==> config.mk <==
export PLATFORM = sky130hd
export DESIGN_NAME = gf180mcu_rst_seq
export DESIGN_NICKNAME = d
export VERILOG_FILES = /design/src/rtl/gf180mcu_rst_pkg.sv /design/src/rtl/gf180mcu_rst_sync.sv /design/src/rtl/gf180mcu_rst_seq.sv
export SDC_FILE = /design/constraint.sdc
export NUM_CORES = 1
export LEC_CHECK = 0
export ABC_CLOCK_PERIOD_IN_PS = 1100
export CAP_MARGIN = 20
export CORE_MARGIN = 2
export CORE_UTILIZATION = 51
export DETAILED_ROUTE_END_ITERATION = 8
export PLACE_DENSITY = 0.85
export REMOVE_ABC_BUFFERS = 1
export SLEW_MARGIN = 20
export SYNTH_ARGS = -nofsm -noshare
export SYNTH_HDL_FRONTEND = slang
export SYNTH_SLANG_ARGS = --single-unit
export TNS_END_PERCENT = 100
==> constraint.sdc <==
create_clock -name CLK -period 1.1 [get_ports CLK]
set_input_delay 0.165 -clock CLK [delete_from_list [all_inputs] [get_ports CLK]]
set_output_delay 0.165 -clock CLK [all_outputs]
set_load 0.01 [all_outputs]
==> src/rtl/gf180mcu_rst_pkg.sv <==
// Shared types and parameter checks for the gf180mcu reset sequencer family.
// Imported by the synchronizer and the top-level sequencer.
package gf180mcu_rst_pkg;

  typedef enum logic [1:0] {
    ST_RESET   = 2'd0,
    ST_HOLD    = 2'd1,
    ST_RELEASE = 2'd2,
    ST_IDLE    = 2'd3
  } rst_state_e;

  // One counter serves both the hold window and the inter-stage gap.
  // It must therefore be able to reach the larger of the two.
  function automatic bit rst_params_ok(
    input int num_stages,
    input int sync_depth,
    input int hold_cycles,
    input int stage_gap,
    input int cnt_w
  );
    int cnt_max;
    cnt_max = (hold_cycles > stage_gap) ? hold_cycles : stage_gap;
    return (num_stages >= 1) && (sync_depth >= 2) && (hold_cycles >= 1) &&
           (stage_gap >= 1) && (cnt_w >= 1) && (cnt_w < 31) &&
           ((1 << cnt_w) > cnt_max);
  endfunction

endpackage

==> src/rtl/gf180mcu_rst_sync.sv <==
// Async-assert / sync-deassert reset synchronizer, DEPTH flops deep.
// Reusable by any reset domain that needs a clean deassertion edge.
module gf180mcu_rst_sync #(
  parameter int DEPTH = 2
) (
  input  logic clk_i,
  input  logic rst_n_i,
  output logic rst_sync_n_o
);

  logic [DEPTH-1:0] chain_q;

  always_ff @(posedge clk_i or negedge rst_n_i) begin
    if (!rst_n_i) begin
      chain_q <= '0;
    end else begin
      chain_q <= {chain_q[DEPTH-2:0], 1'b1};
    end
  end

  assign rst_sync_n_o = chain_q[DEPTH-1];

endmodule

==> src/rtl/gf180mcu_rst_seq.sv <==
// Reset sequencer: synchronizes the raw reset release, holds all RN_OUT nets
// low for a programmed window, then releases them one stage at a time.
module gf180mcu_rst_seq
  import gf180mcu_rst_pkg::*;
#(
  parameter int NUM_STAGES  = 4,
  parameter int SYNC_DEPTH  = 2,
  parameter int HOLD_CYCLES = 8,
  parameter int STAGE_GAP   = 2,
  parameter int CNT_W       = 4
) (
  input  logic                  CLK,
  input  logic                  RN,
  input  logic                  SW_REQ,
  output logic                  SW_ACK,
  output logic [NUM_STAGES-1:0] RN_OUT,
  output logic                  BUSY,
  output logic                  DONE,
  output logic [1:0]            STATE_DBG
);

  if (!rst_params_ok(NUM_STAGES, SYNC_DEPTH, HOLD_CYCLES, STAGE_GAP, CNT_W)) begin : g_param_check
    $error("gf180mcu_rst_seq: illegal parameter combination");
  end

  localparam logic [CNT_W-1:0] HOLD_CNT = CNT_W'(HOLD_CYCLES);
  localparam logic [CNT_W-1:0] GAP_CNT  = CNT_W'(STAGE_GAP);
  localparam logic [CNT_W-1:0] CNT_ONE  = CNT_W'(1);

  logic rst_sync_n;

  gf180mcu_rst_sync #(
    .DEPTH(SYNC_DEPTH)
  ) u_sync (
    .clk_i       (CLK),
    .rst_n_i     (RN),
    .rst_sync_n_o(rst_sync_n)
  );

  rst_state_e            state_q, state_d;
  logic [CNT_W-1:0]      cnt_q, cnt_d;
  logic [NUM_STAGES-1:0] rn_out_q, rn_out_d;
  logic                  ack_q, ack_d;

  // Soft-reset handshake: SW_REQ is a level sampled on CLK and is only
  // accepted in IDLE; acceptance is signalled by a one-cycle SW_ACK pulse.
  // Requests seen in any other state are dropped, never queued.
  always_comb begin
    state_d  = state_q;
    cnt_d    = cnt_q;
    rn_out_d = rn_out_q;
    ack_d    = 1'b0;
    unique case (state_q)
      ST_RESET: begin
        state_d  = ST_HOLD;
        cnt_d    = CNT_ONE;
        rn_out_d = '0;
      end
      ST_HOLD: begin
        if (cnt_q == HOLD_CNT) begin
          state_d     = ST_RELEASE;
          cnt_d       = CNT_ONE;
          rn_out_d    = '0;
          rn_out_d[0] = 1'b1;
        end else begin
          cnt_d = cnt_q + CNT_ONE;
        end
      end
      ST_RELEASE: begin
        if (rn_out_q[NUM_STAGES-1]) begin
          state_d = ST_IDLE;
        end else if (cnt_q == GAP_CNT) begin
          // Shift in one more released stage; order is fixed LSB first.
          rn_out_d[0] = 1'b1;
          for (int i = 1; i < NUM_STAGES; i++) begin
            rn_out_d[i] = rn_out_q[i-1];
          end
          cnt_d = CNT_ONE;
        end else begin
          cnt_d = cnt_q + CNT_ONE;
        end
      end
      ST_IDLE: begin
        if (SW_REQ) begin
          // Counter starts at 0 so the outputs stay low HOLD_CYCLES full
          // cycles after the accept edge itself.
          state_d  = ST_HOLD;
          cnt_d    = '0;
          rn_out_d = '0;
          ack_d    = 1'b1;
        end
      end
      default: begin
        state_d  = ST_RESET;
        cnt_d    = '0;
        rn_out_d = '0;
      end
    endcase
  end

  always_ff @(posedge CLK or negedge rst_sync_n) begin
    if (!rst_sync_n) begin
      state_q  <= ST_RESET;
      cnt_q    <= '0;
      rn_out_q <= '0;
      ack_q    <= 1'b0;
    end else begin
      state_q  <= state_d;
      cnt_q    <= cnt_d;
      rn_out_q <= rn_out_d;
      ack_q    <= ack_d;
    end
  end

  assign RN_OUT    = rn_out_q;
  assign SW_ACK    = ack_q;
  assign BUSY      = (state_q != ST_IDLE);
  assign DONE      = (state_q == ST_IDLE);
  assign STATE_DBG = state_q;

endmodule
==> impl_metrics.json, run 1 <==
{
  "synth-seq-cells": 13,
  "placed_area_um2": 1020,
  "synth_area_leaders": "dfrtp_1 (43%), ha_1 (13%), mux2_2 (4.4%)",
  "clockBufferDepth": 2,
  "worst-ep-kind": "register data pin",
  "die_w_um": 42.6,
  "cts_buffers": 3,
  "synth_edf_count": 0,
  "io_buffers": 11,
  "synthMuxAreaShare": 0.0708,
  "status": "stopped before the end",
  "async_flop_share": 1.00,
  "synth-seq-area-share": 0.428,
  "synth_top_family_by_area": "simple AND/OR/NAND/NOR gates",
  "antenna_found_initial": 0,
  "synth_area_um2": 759,
  "grt_start_max_net_pins": 12,
  "synth_top_area_share": 0.428,
  "synth-compound-area-share": 0.153,
  "gp_congestion": 0.822,
  "synthFlopType": "dfrtp_1",
  "synth_xor_area_frac": 0,
  "synthCells": 71,
  "start_util": 0.563,
  "htreeDepth": 1,
  "synth.cells.most_frequent": "dfrtp_1 (13), ha_1 (8), inv_1 (7)",
  "synth_area_leader_cell": "dfrtp_1",
  "yosys.area_share.simple": 0.166,
  "haltStage": "5_1_grt",
  "die_h_um": 42.6,
  "dp_cells": 115,
  "stop_error": "[ERROR DPL-0033] detailed placement checks failed during check placement.",
  "ys.warnings.count": 0,
  "cts_num_sinks": 13,
  "io_pins": 12,
  "postSynthAreaPerCell_um2": 10.7,
  "worst_endpoint": "RN_OUT[1]$_DFFE_PN0P_/D",
  "rows": 13,
  "hpwlAfterDp_mm": 1.32,
  "root_buffer": "clkbuf_4",
  "yosys.area_share.adder": 0.132,
  "synth.most_common_cell": "dfrtp_1",
  "synth_cell_types": 31
}
## logic make-up after synthesis
kind of cell	after synthesis
and+or+nand+nor	20
AOI/OAI and AO/OA	16
DFF	13
buffers and inverters	8
adders and majority gates	8
muxes	5
other	1
## stage by stage
stage / TNS (ns) / setup slack, ns
after global placement: -5.58 / -0.563
after CTS: -5.94 / -0.564
after detailed placement: -6.39 / -0.672
after floorplan: -5.38 / -0.683
## repair_timing
action                                 4_1_cts
endpoints found under the hold margin        0
setup buffers                               10
hold buffers                                 0
gates resized for setup                     44
pin swaps                                    1
setup endpoints to repair                   19
==> run 2, diff against run 1 <==
Settings changed: CORE_AREA set to 2 2 63 65, CORE_MARGIN 2 to unset, CORE_UTILIZATION 51 to unset, DIE_AREA set to 0 0 65 67, PLACE_DENSITY 0.85 to unset, PLACE_DENSITY_LB_ADDON set to 0.15.
==> run 2 against run 1 <==
The flow now finishes, with violations (setup timing). Synthesized cell count stayed put. Synthesized area stayed put.
==> impl_metrics.json, run 2 <==
{
  "min_period_ns": 1.68,
  "htreeDepth": 1,
  "status": "finished with violations",
  "hold_slack_ns": 0.0744,
  "grt_start_max_net_pins": 12,
  "synth.most_common_cell": "dfrtp_1",
  "final_util": 0.396,
  "fin_nets": 133,
  "holdBufCountCts": 0,
  "diodes": 0,
  "synth_area_um2": 759,
  "required_ns": 1.27,
  "cp_max_fo": 4,
  "die_h_um": 67,
  "postSynthAreaPerCell_um2": 10.7,
  "synthCells": 71,
  "synth_top_area_share": 0.428,
  "viasPerCell": 4.28,
  "grt_pass1_wl_mm": 3.62,
  "num-fill-cells": 369,
  "multi_input_area_um2": 562,
  "dr.pass1.iters": 4,
  "clk-insertion-delay-late_ns": 0.24,
  "finalCritPeriodShare": 1.53,
  "dp_cells": 152,
  "fp.coreArea_um2": 3610,
  "synth_edf_count": 0,
  "max_freq_mhz": 594,
  "ir_drop_mv": 1.20,
  "first_iter_violations": 8,
  "cts_buffers": 3,
  "synth_area_leader_cell": "dfrtp_1",
  "io_buffers": 11,
  "maxCapViolCount": 0,
  "start_util": 0.211,
  "grt_pass1_vias": 754,
  "clockBufferDepth": 2,
  "rows": 22,
  "powerDensity_nw_per_um2": 2660,
  "dieArea_um2": 4360,
  "gp_congestion": 0.743,
  "synth_area_leaders": "dfrtp_1 (43%), ha_1 (13%), mux2_2 (4.4%)",
  "hpwlAfterDp_mm": 1.43,
  "hold_viol_final": 0,
  "seq_area_um2": 328,
  "die_w_um": 65,
  "wl_per_cell_um": 12.9,
  "setup_tns_ns": -5.92,
  "root_buffer": "clkbuf_8",
  "endpoint_kind": "flop",
  "layout_common_cells": "buf_4 (28), dfrtp_1 (11), buf_6 (10)",
  "detail-route-antenna-nets": 0,
  "io_pins": 12,
  "final_cells": 169,
  "critPathArrivalTime_ns": 1.86,
  "slew_viol_final": 0,
  "grt_util_all_layers": 0.111,
  "synth-seq-area-share": 0.428,
  "grt_overflow": 0,
  "cts_tree": "done",
  "ys.warnings.count": 0,
  "leakage_nw": 0.647,
  "path_clk_slew_ns": 0.06,
  "drive_gt1_frac": 0.628,
  "worstHoldPathType": "input pin to async pin",
  "wirelength_mm": 2.18,
  "rsz0062_at_grt": "true",
  "drc": 0,
  "async_flop_share": 1.00,
  "critPathKind": "flop to flop",
  "synth-seq-cells": 13,
  "violations": "setup timing",
  "synth.cells.most_frequent": "dfrtp_1 (13), ha_1 (8), inv_1 (7)",
  "critPathLaunchType": "flop",
  "cts_num_sinks": 13,
  "final_common_cell": "buf_4",
  "setup_ws_ns": -0.585,
  "synthFlopType": "dfrtp_1",
  "antenna_found_initial": 0,
  "via_count": 723,
  "clock_skew_ns": 0.00264,
  "setup_viol": 14,
  "synth_cell_types": 31,
  "area.growth.synth_to_final_pct": 87.8
}
## run 2: critical path: stages (launching register included)
cell and delay (ns):
dfrtp_2 0.44, inv_4 0.06, buf_6 0.12, ha_4 0.15, or4_4 0.57, o21ai_2 0.16
o2bb2ai_2 0.11
## run 2: final cells by class
class | count | share of cell area
multi-input cells | 50 | 0.394
repair buffers | 47 | 0.282
flip-flops and latches | 13 | 0.230
well taps | 48 | 0.0421
clock buffers | 4 | 0.0316
inverters | 7 | 0.0202
## run 2: per-stage QoR
stage	total power [mW]	setup slack [ns]	area, µm²
final	3.79	-0.585	1430
after global routing	4.09	-0.627	1430
after CTS	3.47	-0.567	1320
after detailed placement	2.45	-0.642	1090
after global placement	2.44	-0.633	1090
after floorplan	1.51	-0.683	752
## run 2: kinds of logic after synthesis
group,share of synthesized area
adder cells (fa/ha/maj),0.132
flip-flops,0.428
multiplexers,0.0708
buffers and inverters,0.0445
AND/OR/NAND/NOR,0.166
AO/OA/AOI/OAI,0.153
other,0.00494
## run 2: final timing paths
| kind | cells after the start | from | end | slack, ns |
|---|---|---|---|---|
| worst max-delay path | 6 | STATE_DBG[0] | cnt_q[2] | -0.58 |
| worst max register to register | 6 | STATE_DBG[0] | cnt_q[2] | -0.58 |
| min in group CLK | 0 | u_sync.chain_q[0] | u_sync.chain_q[1] | 0.36 |
| max in group asynchronous | 0 | u_sync.chain_q[1] | STATE_DBG[0] | 0.54 |
| worst min register to register | 0 | u_sync.chain_q[1] | STATE_DBG[1] | 0.20 |
| worst min-delay path | 1 | RN | u_sync.chain_q[0] | 0.07 |
## run 2: where the power goes
part / internal (mW) / leakage [nW] / total (mW) / switching (mW)
sequential: 0.588 / 0.165 / 0.703 / 0.114
clock: 0.256 / 0.0228 / 0.439 / 0.183
combinational: 1.60 / 0.459 / 2.65 / 1.05
total: 2.45 / 0.647 / 3.79 / 1.34
## run 2: timing repair
item                                   in CTS  in global routing
pin swaps                                   7                  8
setup buffers                               6                  8
cloned                                      0                  0
setup endpoints to repair                  19                 19
endpoints found under the hold margin       0                  0
resized for setup                          60                 15
## run 2: routing by layer
layer,track usage,wire length [µm]
met3,0.0220,49
met1,0.134,891
met4,0.0239,17
met2,0.204,1220
met5,0,0
(Power assumes the default switching activity.)
